### config.mk
export PLATFORM = sky130hd
export DESIGN_NAME = multicycle_data_path
export DESIGN_NICKNAME = d
export VERILOG_FILES = /design/src/rtl/multicycle_data_path.sv
export SDC_FILE = /design/constraint.sdc
export NUM_CORES = 2
export LEC_CHECK = 0
export ABC_AREA = 1
export CAP_MARGIN = 20
export CORE_MARGIN = 2
export CORE_UTILIZATION = 50
export CTS_BUF_LIST = sky130_fd_sc_hd__clkbuf_4 sky130_fd_sc_hd__clkbuf_8
export DETAILED_ROUTE_END_ITERATION = 10
export DONT_BUFFER_PORTS = 1
export PLACE_DENSITY = 0.74
export SYNTH_ARGS = -nofsm -noshare
export SYNTH_HDL_FRONTEND = slang
export SYNTH_SLANG_ARGS = --single-unit
### constraint.sdc
create_clock -name clk -period 3.1 [get_ports clk]
set_clock_uncertainty 0.05 [all_clocks]
set_input_delay 0.31 -clock clk [delete_from_list [all_inputs] [get_ports clk]]
set_output_delay 0.31 -clock clk [all_outputs]
set_load 0.02 [all_outputs]
### src/rtl/multicycle_data_path.sv
// Multi-cycle ARM-subset datapath with one shared memory port.
// A phase FSM steps FETCH/DECODE/EXECUTE/MEMORY/WRITEBACK; an external control unit drives the static controls.
module multicycle_data_path #(
  parameter int               WIDTH    = 32,
  parameter int               REG_ADDR = 4,
  parameter logic [WIDTH-1:0] RESET_PC = '0
) (
  input  logic             clk,
  input  logic             rst,
  input  logic             is_mem,
  input  logic             is_branch,
  input  logic             cond_pass,
  input  logic             reg_write,
  input  logic             mem_write,
  input  logic             flag_write,
  input  logic             alu_src,
  input  logic [1:0]       imm_src,
  input  logic [1:0]       reg_src,
  input  logic [3:0]       alu_control,
  input  logic [WIDTH-1:0] mem_rdata,
  input  logic             mem_ready,
  output logic             mem_req,
  output logic             mem_we,
  output logic [WIDTH-1:0] mem_addr,
  output logic [WIDTH-1:0] mem_wdata,
  output logic [WIDTH-1:0] instruction,
  output logic [3:0]       alu_flags,
  output logic [WIDTH-1:0] pc,
  output logic [2:0]       phase
);

  localparam int                  NREGS  = 2 ** REG_ADDR;
  localparam logic [REG_ADDR-1:0] PC_IDX = '1;

  typedef enum logic [2:0] {
    FETCH     = 3'd0,
    DECODE    = 3'd1,
    EXECUTE   = 3'd2,
    MEMORY    = 3'd3,
    WRITEBACK = 3'd4
  } phase_t;

  typedef enum logic [3:0] {
    ALU_ADD = 4'b0000,
    ALU_SUB = 4'b0001,
    ALU_AND = 4'b0010,
    ALU_ORR = 4'b0011,
    ALU_EOR = 4'b0100,
    ALU_MOV = 4'b0101
  } alu_op_t;

  phase_t state;
  phase_t state_next;

  // Inter-phase latches
  logic [WIDTH-1:0] ir;
  logic [WIDTH-1:0] a;
  logic [WIDTH-1:0] b;
  logic [WIDTH-1:0] alu_out;
  logic [WIDTH-1:0] mdr;
  logic [3:0]       flags;

  logic [WIDTH-1:0] regs [NREGS];

  logic [REG_ADDR-1:0] a1;
  logic [REG_ADDR-1:0] a2;
  logic [REG_ADDR-1:0] rd;
  logic [WIDTH-1:0]    pc_plus4;
  logic [WIDTH-1:0]    rd_a;
  logic [WIDTH-1:0]    rd_b;
  logic [WIDTH-1:0]    imm_ext;
  logic [WIDTH-1:0]    src_b;
  logic [WIDTH:0]      sum;
  logic [WIDTH:0]      diff;
  logic [WIDTH-1:0]    alu_result;
  logic                carry;
  logic                ovf;
  logic [3:0]          nzcv;
  logic [WIDTH-1:0]    wb_result;

  // ---------------------------------------------------------------------------
  // Register-file read and operand selection
  // ---------------------------------------------------------------------------
  assign a1       = reg_src[0] ? PC_IDX : ir[16 +: REG_ADDR];
  assign a2       = reg_src[1] ? ir[12 +: REG_ADDR] : ir[0 +: REG_ADDR];
  assign rd       = ir[12 +: REG_ADDR];
  assign pc_plus4 = pc + WIDTH'(4);

  // pc has already advanced past the fetch, so the alias reads fetch address + 8
  assign rd_a = (a1 == PC_IDX) ? pc_plus4 : regs[a1];
  assign rd_b = (a2 == PC_IDX) ? pc_plus4 : regs[a2];

  // NOTE: every combinational output gets a default before the case so no path leaves it unassigned (no latch).
  always_comb begin
    imm_ext = '0;
    case (imm_src)
      2'b00:   imm_ext = WIDTH'(ir[7:0]);
      2'b01:   imm_ext = WIDTH'(ir[11:0]);
      2'b10:   imm_ext = {{(WIDTH-26){ir[23]}}, ir[23:0], 2'b00};
      default: imm_ext = '0;
    endcase
  end

  assign src_b = alu_src ? imm_ext : b;

  // ---------------------------------------------------------------------------
  // ALU
  // ---------------------------------------------------------------------------
  assign sum  = {1'b0, a} + {1'b0, src_b};
  assign diff = {1'b0, a} - {1'b0, src_b};

  always_comb begin
    alu_result = '0;
    carry      = 1'b0;
    ovf        = 1'b0;
    case (alu_op_t'(alu_control))
      ALU_ADD: begin
        alu_result = sum[WIDTH-1:0];
        carry      = sum[WIDTH];
        ovf        = (a[WIDTH-1] == src_b[WIDTH-1]) && (sum[WIDTH-1] != a[WIDTH-1]);
      end
      ALU_SUB: begin
        alu_result = diff[WIDTH-1:0];
        carry      = ~diff[WIDTH];  // no borrow
        ovf        = (a[WIDTH-1] != src_b[WIDTH-1]) && (diff[WIDTH-1] != a[WIDTH-1]);
      end
      ALU_AND: alu_result = a & src_b;
      ALU_ORR: alu_result = a | src_b;
      ALU_EOR: alu_result = a ^ src_b;
      ALU_MOV: alu_result = src_b;
      default: alu_result = '0;
    endcase
  end

  assign nzcv      = {alu_result[WIDTH-1], (alu_result == '0), carry, ovf};
  assign wb_result = is_mem ? mdr : alu_out;

  // ---------------------------------------------------------------------------
  // Phase FSM
  // ---------------------------------------------------------------------------
  always_comb begin
    state_next = state;
    case (state)
      FETCH:     if (mem_ready) state_next = DECODE;
      DECODE:    state_next = EXECUTE;
      EXECUTE: begin
        if (is_branch)   state_next = FETCH;
        else if (is_mem) state_next = cond_pass ? MEMORY : FETCH;
        else             state_next = WRITEBACK;
      end
      MEMORY:    if (mem_ready) state_next = mem_write ? FETCH : WRITEBACK;
      WRITEBACK: state_next = FETCH;
      default:   state_next = FETCH;
    endcase
  end

  // NOTE: sequential state uses non-blocking assignments so every flop samples pre-edge values.
  always_ff @(posedge clk) begin
    if (!rst) state <= FETCH;
    else      state <= state_next;
  end

  // ---------------------------------------------------------------------------
  // Datapath latches, PC and flags
  // ---------------------------------------------------------------------------
  always_ff @(posedge clk) begin
    if (!rst) begin
      pc      <= RESET_PC;
      ir      <= '0;
      a       <= '0;
      b       <= '0;
      alu_out <= '0;
      mdr     <= '0;
      flags   <= '0;
    end else begin
      case (state)
        FETCH: begin
          if (mem_ready) begin
            ir <= mem_rdata;
            pc <= pc_plus4;
          end
        end
        DECODE: begin
          a <= rd_a;
          b <= rd_b;
        end
        EXECUTE: begin
          alu_out <= alu_result;
          if (flag_write && cond_pass) flags <= nzcv;
          if (is_branch && cond_pass)  pc    <= alu_result;
        end
        MEMORY: begin
          if (mem_ready && !mem_write) mdr <= mem_rdata;
        end
        WRITEBACK: begin
          if (reg_write && cond_pass && rd == PC_IDX) pc <= wb_result;
        end
        default: ;
      endcase
    end
  end

  // NOTE: the register file is cleared on reset because software expects every register to read zero afterwards.
  always_ff @(posedge clk) begin
    if (!rst) begin
      for (int i = 0; i < NREGS; i++) regs[i] <= '0;
    end else if (state == WRITEBACK && reg_write && cond_pass && rd != PC_IDX) begin
      regs[rd] <= wb_result;
    end
  end

  // ---------------------------------------------------------------------------
  // Memory port and observation outputs
  // ---------------------------------------------------------------------------
  // Gating with rst drops any in-flight request the moment reset is asserted.
  assign mem_req     = rst && (state == FETCH || state == MEMORY);
  assign mem_we      = mem_req && (state == MEMORY) && mem_write;
  assign mem_addr    = (state == MEMORY) ? alu_out : pc;
  assign mem_wdata   = b;
  assign instruction = ir;
  assign alu_flags   = flags;
  assign phase       = state;

endmodule
# == Word-level counts from Yosys, hierarchy flattened ==
# Memories as Yosys holds them, arrays and structs flattened.
# Index checks and enable logic that the tools add are counted.
# Widths: inputs -> output; s select.
# word_totals
mem_bits_rw,512
output_inout_bits,137
input_bits,50
mem_count,1
register_bits,199
word_cells,94
# classes
bitwise_logic,4
n_eq_ne,23
addsub,3
muxes,29
reduce_logical,26
# memory_table
name,depth,width,read_ports,rd_ports_with_merged_regs,wr,line,rtl
regs,16,32,2,0,16,63,logic [WIDTH-1:0] regs [NREGS];
# op_table
cell,n
$mux 32,9
$pmux 32 s3,2
$pmux 32 s6,1
$add 32x32->33,1
$sub 32x32->33,1
$add 32x3->32 const B,1
$and 32x32->32,1
$logic_not 32->1,1
$or 32x32->32,1
$reduce_or 32->1,1
$xor 32x32->32,1
$mux 3,5
$logic_and 1x1->1,13
$eq 4x4->1 const B,3
$mux 4,3
$pmux 3 s4,1
$eq 4x2->1 const B,2
$eq 4x3->1 const B,2
$ne 2x2->1 const B,4
$reduce_and 2->1,4
$eq 3x2->1 const B,2
$mux 1,5
$eq 4x1->1 const B,1
$logic_not 4->1,1
other kinds (16),19

# == Depth between registers and ports, before layout ==
# depth
depth_word,9
ltp_mapped,27
mapped_depth_nobuf,27

# == Worst setup path after synthesis ==
# No wires, ideal clock.
# synth_timing
path_kind,input port to flip-flop
startpoint,input port alu_src
endpoint,"register flags[2], in the netlist alu_flags[2]"
path_slack_ps,218
setup_time_ps,70
arrival_ps,2762
t_required_ps,2980
path_stages,25
cell_sequence,buf_4 inv_2 clkbuf_1 nand2_1 o21ai_0 inv_1 ha_1 buf_4 nor2_1 inv_1 nor2_1 nand2_1 nor2_1 nand2_1 nand3_1 nand2_1 nand2_1 nor2_1 nor2_1 nand2_1 nor2_1 nand2_1 nor2_1 nand2_1 a21oi_1
# synth_via
elab_chain_len,4
word_cells_on_any_way,8
classes_between,add/sub: 2; mux: 2; bitwise: 3; reduce/logical: 1
# synth_lines
element,line,rtl
start: declaration,16,"input logic alu_src,"
$mux 32 *,104,assign src_b = alu_src ? imm_ext : b;
$sub 32x32->33 (tied with other cells),110,"assign diff = {1'b0, a} - {1'b0, src_b};"
$pmux 32 s6 *,116,case (alu_op_t'(alu_control))
$logic_not 32->1 *,135,"assign nzcv = {alu_result[WIDTH-1], (alu_result == '0), carry, ovf};"
end signal: assignment,189,if (flag_write && cond_pass) flags <= nzcv;
end: declaration,61,logic [3:0] flags;
# Mark *: on every way between the ends. The rest lies on a longest branch, timed or not.
# A chain may end at the register's enable or synchronous reset.

# == Worst setup path after layout ==
# layout_timing
startpoint,"register b[23], in the netlist mem_wdata[23]"
endpoint,"register flags[2], in the netlist alu_flags[2]"
# layout_via
elab_chain_len,4
word_cells_on_any_way,8
classes_between,add/sub: 2; mux: 2; bitwise: 3; reduce/logical: 1
# layout_lines
element,line,rtl
start: declaration,58,logic [WIDTH-1:0] b;
start signal: assignment,185,b <= rd_b;
$mux 32 *,104,
$sub 32x32->33 (tied with other cells),110,
$pmux 32 s6 *,116,
$logic_not 32->1 *,135,
# Marked as above.

==> impl_metrics.env <==
export IMPL_status="finished, violations left"
export IMPL_violations="negative setup slack"
export IMPL_h_tree_depth=3
export IMPL_hold_viol=0
export IMPL_critPathTopFamily="simple AND/OR/NAND/NOR gates"
export IMPL_grt_overflow_total=0
export IMPL_power_share_switching_pct=37.2
export IMPL_layout_nets=6235
export IMPL_fin_crit_sh_pct=101
export IMPL_fp_row_count=106
export IMPL_p_leak_nw=20.9
export IMPL_finalSetupViolCount=1
export IMPL_yosysTopAreaCell="edfxtp_1"
export IMPL_tns_ns=-0.0237
export IMPL_crit_path_frequent_cell="nand2_1"
export IMPL_place_ws_ns=-0.653
export IMPL_seqPwrFrac_pct=37.2
export IMPL_hold_ws_ns=0.0623
export IMPL_drt_iter0_drc=7465
export IMPL_antenna_found_initial=7
export IMPL_fmax_mhz=320
export IMPL_hold_class="in2reg"
export IMPL_worst_path_buf_inv=3
export IMPL_cts_root_buf="clkbuf_8"
export IMPL_clk_latency_ns=0.81
export IMPL_drt_wl_total_um=199000
export IMPL_die_w_um=296
export IMPL_critPathCaptureType="register"
export IMPL_nFillCells=7210
export IMPL_grt_pass1_wl_um=281000
export IMPL_worstSetupStartpointType="register"
export IMPL_p_clk_share_pct=29.7
export IMPL_dieArea_mm2=0.0874
export IMPL_wire_per_inst_um=27.2
export IMPL_num_io_pins=187
export IMPL_area_growth_pct=24.2
export IMPL_slowest_stage="dfxtp_1"
export IMPL_ys_warn_count=0
export IMPL_fin_area_mm2=0.0528
export IMPL_ir_drop_v=0.000547
export IMPL_clock_path_buffers=3
export IMPL_power_mw=30.0
export IMPL_synth_top_area_share_pct=36.1
export IMPL_die_h_um=296
export IMPL_gp_congestion=1.10
export IMPL_worst_slew_pin_slew_ns=1.13
export IMPL_ant_nets=0
export IMPL_worstPathMaxFanout=6
export IMPL_synth_async_reset_ratio_pct=0
export IMPL_yosysMostFrequentCell="nor2_1"
export IMPL_ys_seq_elements=711
export IMPL_clk_pin_slew_ns=0.08
export IMPL_fin_ws_ns=-0.0237
export IMPL_viasPerCell=6.35
export IMPL_placed_area_mm2=0.0486
export IMPL_crit_chain="nand2_1 > o21ai_2 > inv_1 > ha_2 > buf_4 > inv_1 > nand2_1 > nand2_1 > o21bai_1 > a21oi_1 > nand4_1 > nand3_1 > nand3_4 > nor2_1 > nand3_1 > nor2_1 > nand2_1 > a21oi_1"
export IMPL_synthTopCellsByArea="edfxtp_1, dfxtp_1, nor2_1"
export IMPL_crit_required_ns=3.78
export IMPL_synthDistinctLibCells=57
export IMPL_syn_avg_cell_area_um2=7.65
export IMPL_drc_errors=0
export IMPL_maxSlewHeadroom_pct=23.7
export IMPL_syn_area_mm2=0.0425
export IMPL_portBuffers=0
export IMPL_grt_pass1_vias=42800
export IMPL_layout_min_cycle_time_ns=3.12
export IMPL_p_per_area_mw_per_mm2=568
export IMPL_synth_seq_area_share_pct=45.5
export IMPL_finalMaxSlewViolations=0
export IMPL_p_int_mw=18.8
export IMPL_grt_use_total_pct=44.1
export IMPL_grt_max_degree=148
export IMPL_hpwl_um=137000
export IMPL_drive_gt1_share_pct=20.2
export IMPL_routed_via_count=46400
export IMPL_switchingPower_mw=11.1
export IMPL_max_stage_delay_ns=0.49
export IMPL_synth_top_cells_by_count="nor2_1, nand2_1, o21ai_0, inv_1, edfxtp_1"
export IMPL_first_pass_iters=10
export IMPL_numClockSinks=711
export IMPL_syn_inst=5561
export IMPL_rsz0062_at_grt="yes"
export IMPL_ys_flop_type="edfxtp_1"
export IMPL_synth_edf_count=512
export IMPL_drv_cap=0
export IMPL_start_util_pct=50.7
export IMPL_critPathArrivalTime_ns=3.80
export IMPL_design_core_area_mm2=0.0840
export IMPL_power_share_combinational_pct=33.1
export IMPL_critical_path_class="reg2reg"
export IMPL_cts_tree="built"
export IMPL_cts_made_buffers=120
[power groups by stage]
| stage | Combinational [mW] | Clock [mW] | Sequential, mW |
|---|---|---|---|
| after floorplan | 4.48 | 0 | 11.4 |
| after global placement | 8.80 | 0 | 11.3 |
| after detailed placement | 8.87 | 0 | 11.3 |
| after CTS | 9.15 | 8.85 | 11.1 |
| after global routing | 10.3 | 9.24 | 11.2 |
| final | 9.93 | 8.92 | 11.1 |
[area by class of cell]
type | count | area [um^2] | area share [%]
clock buffers | 172 | 2120 | 4.01
multi-input cells | 3936 | 20800 | 39.4
well taps | 1134 | 1420 | 2.69
flip-flops and latches | 711 | 19400 | 36.7
repair buffers | 773 | 6720 | 12.7
clock inverters | 37 | 329 | 0.623
diodes | 3 | 7.51 | 0.0142
inverters | 542 | 2060 | 3.90
[cells in the final DEF (no fill, tap or decap), types with 17 or more instances in the layout]
cell,Yosys,final
conb_1,1,32
nand3_2,6,26
a221oi_1,26,26
buf_6,3,17
ha_1,99,72
edfxtp_1,512,512
clkinv_1,2,17
nor2_2,4,40
nand3_1,257,231
clkbuf_4,0,40
nor2_1,1039,983
inv_2,16,25
buf_12,0,57
nor2_4,5,25
a21oi_1,434,419
inv_1,524,509
clkbuf_8,0,132
dlygate4sd3_1,0,39
nand4_1,43,43
dfxtp_1,199,186
o22ai_1,83,83
ha_4,0,23
o211ai_1,21,21
mux2i_1,32,32
a31oi_1,63,59
xor2_1,28,28
nand2_1,842,767
nand2_2,5,75
o21ai_0,670,640
o221ai_1,100,96
o21ai_1,21,35
buf_4,13,658
[metal layers]
layer / global-route usage [%] / vias up / wire (um) / part of all wire (%)
li1: - / 20000 / - / -
met1: 55.8 / 21400 / 68100 / 34
met2: 64.8 / 4097 / 83500 / 42
met3: 12.6 / 940 / 29500 / 15
met4: 31.6 / 8 / 17500 / 8.8
met5: 0 / - / 46 / 0.023
[metrics by stage]
stage / util, % / instances
global placement: 57.9 / 7042
global route: 62.9 / 7307
detailed placement: 57.9 / 7042
floorplan: - / 5592
finish: 62.9 / 7308
CTS: 61.8 / 7293
[sequential cells by signal, indices dropped and copies added, names as in the netlist]
name and cells:
a 32, pc 32, mem_wdata 32, alu_out 32
phase 3, instruction 32, mdr 32, alu_flags 4
regs 512
[path summary, 6_finish.rpt]
kind | start | to | cells after the start | slack, ns
worst max-delay path | mem_wdata[23]$_SDFFE_PN0P_ | alu_flags[2]$_SDFFE_PN0P_ | 18 | -0.02
worst min-delay path | mem_ready | instruction[16]$_SDFFE_PN0P_ | 2 | 0.06
worst max register to register | mem_wdata[23]$_SDFFE_PN0P_ | alu_flags[2]$_SDFFE_PN0P_ | 18 | -0.02
worst min register to register | alu_out[10]$_SDFFE_PN0P_ | alu_out[10]$_SDFFE_PN0P_ | 2 | 0.43
[cells by family (layout without fill, tap and decap cells)]
family                   Yosys count  after routing  synth area share [%]
AND/OR/NAND/NOR                 2242           2242                  21.3
AO/OA/AOI/OAI                   1501           1501                  20.0
buffers and inverters            945           1524                  8.82
flip-flops                       711            711                  45.5
adder cells (fa/ha/maj)          101            101                  3.01
multiplexers                      32             32                 0.753
XOR/XNOR                          28             28                 0.576
other                              1             35               0.00882
[timing repair]
action                                 CTS  global route
hold buffers                            41             0
pin swaps                                8            41
setup endpoints to repair               52            57
endpoints found under the hold margin  881             0
resized for setup                      110           229
setup buffers                            1            12
gates cloned                             0             0
Power figures use the tool's default switching activity.
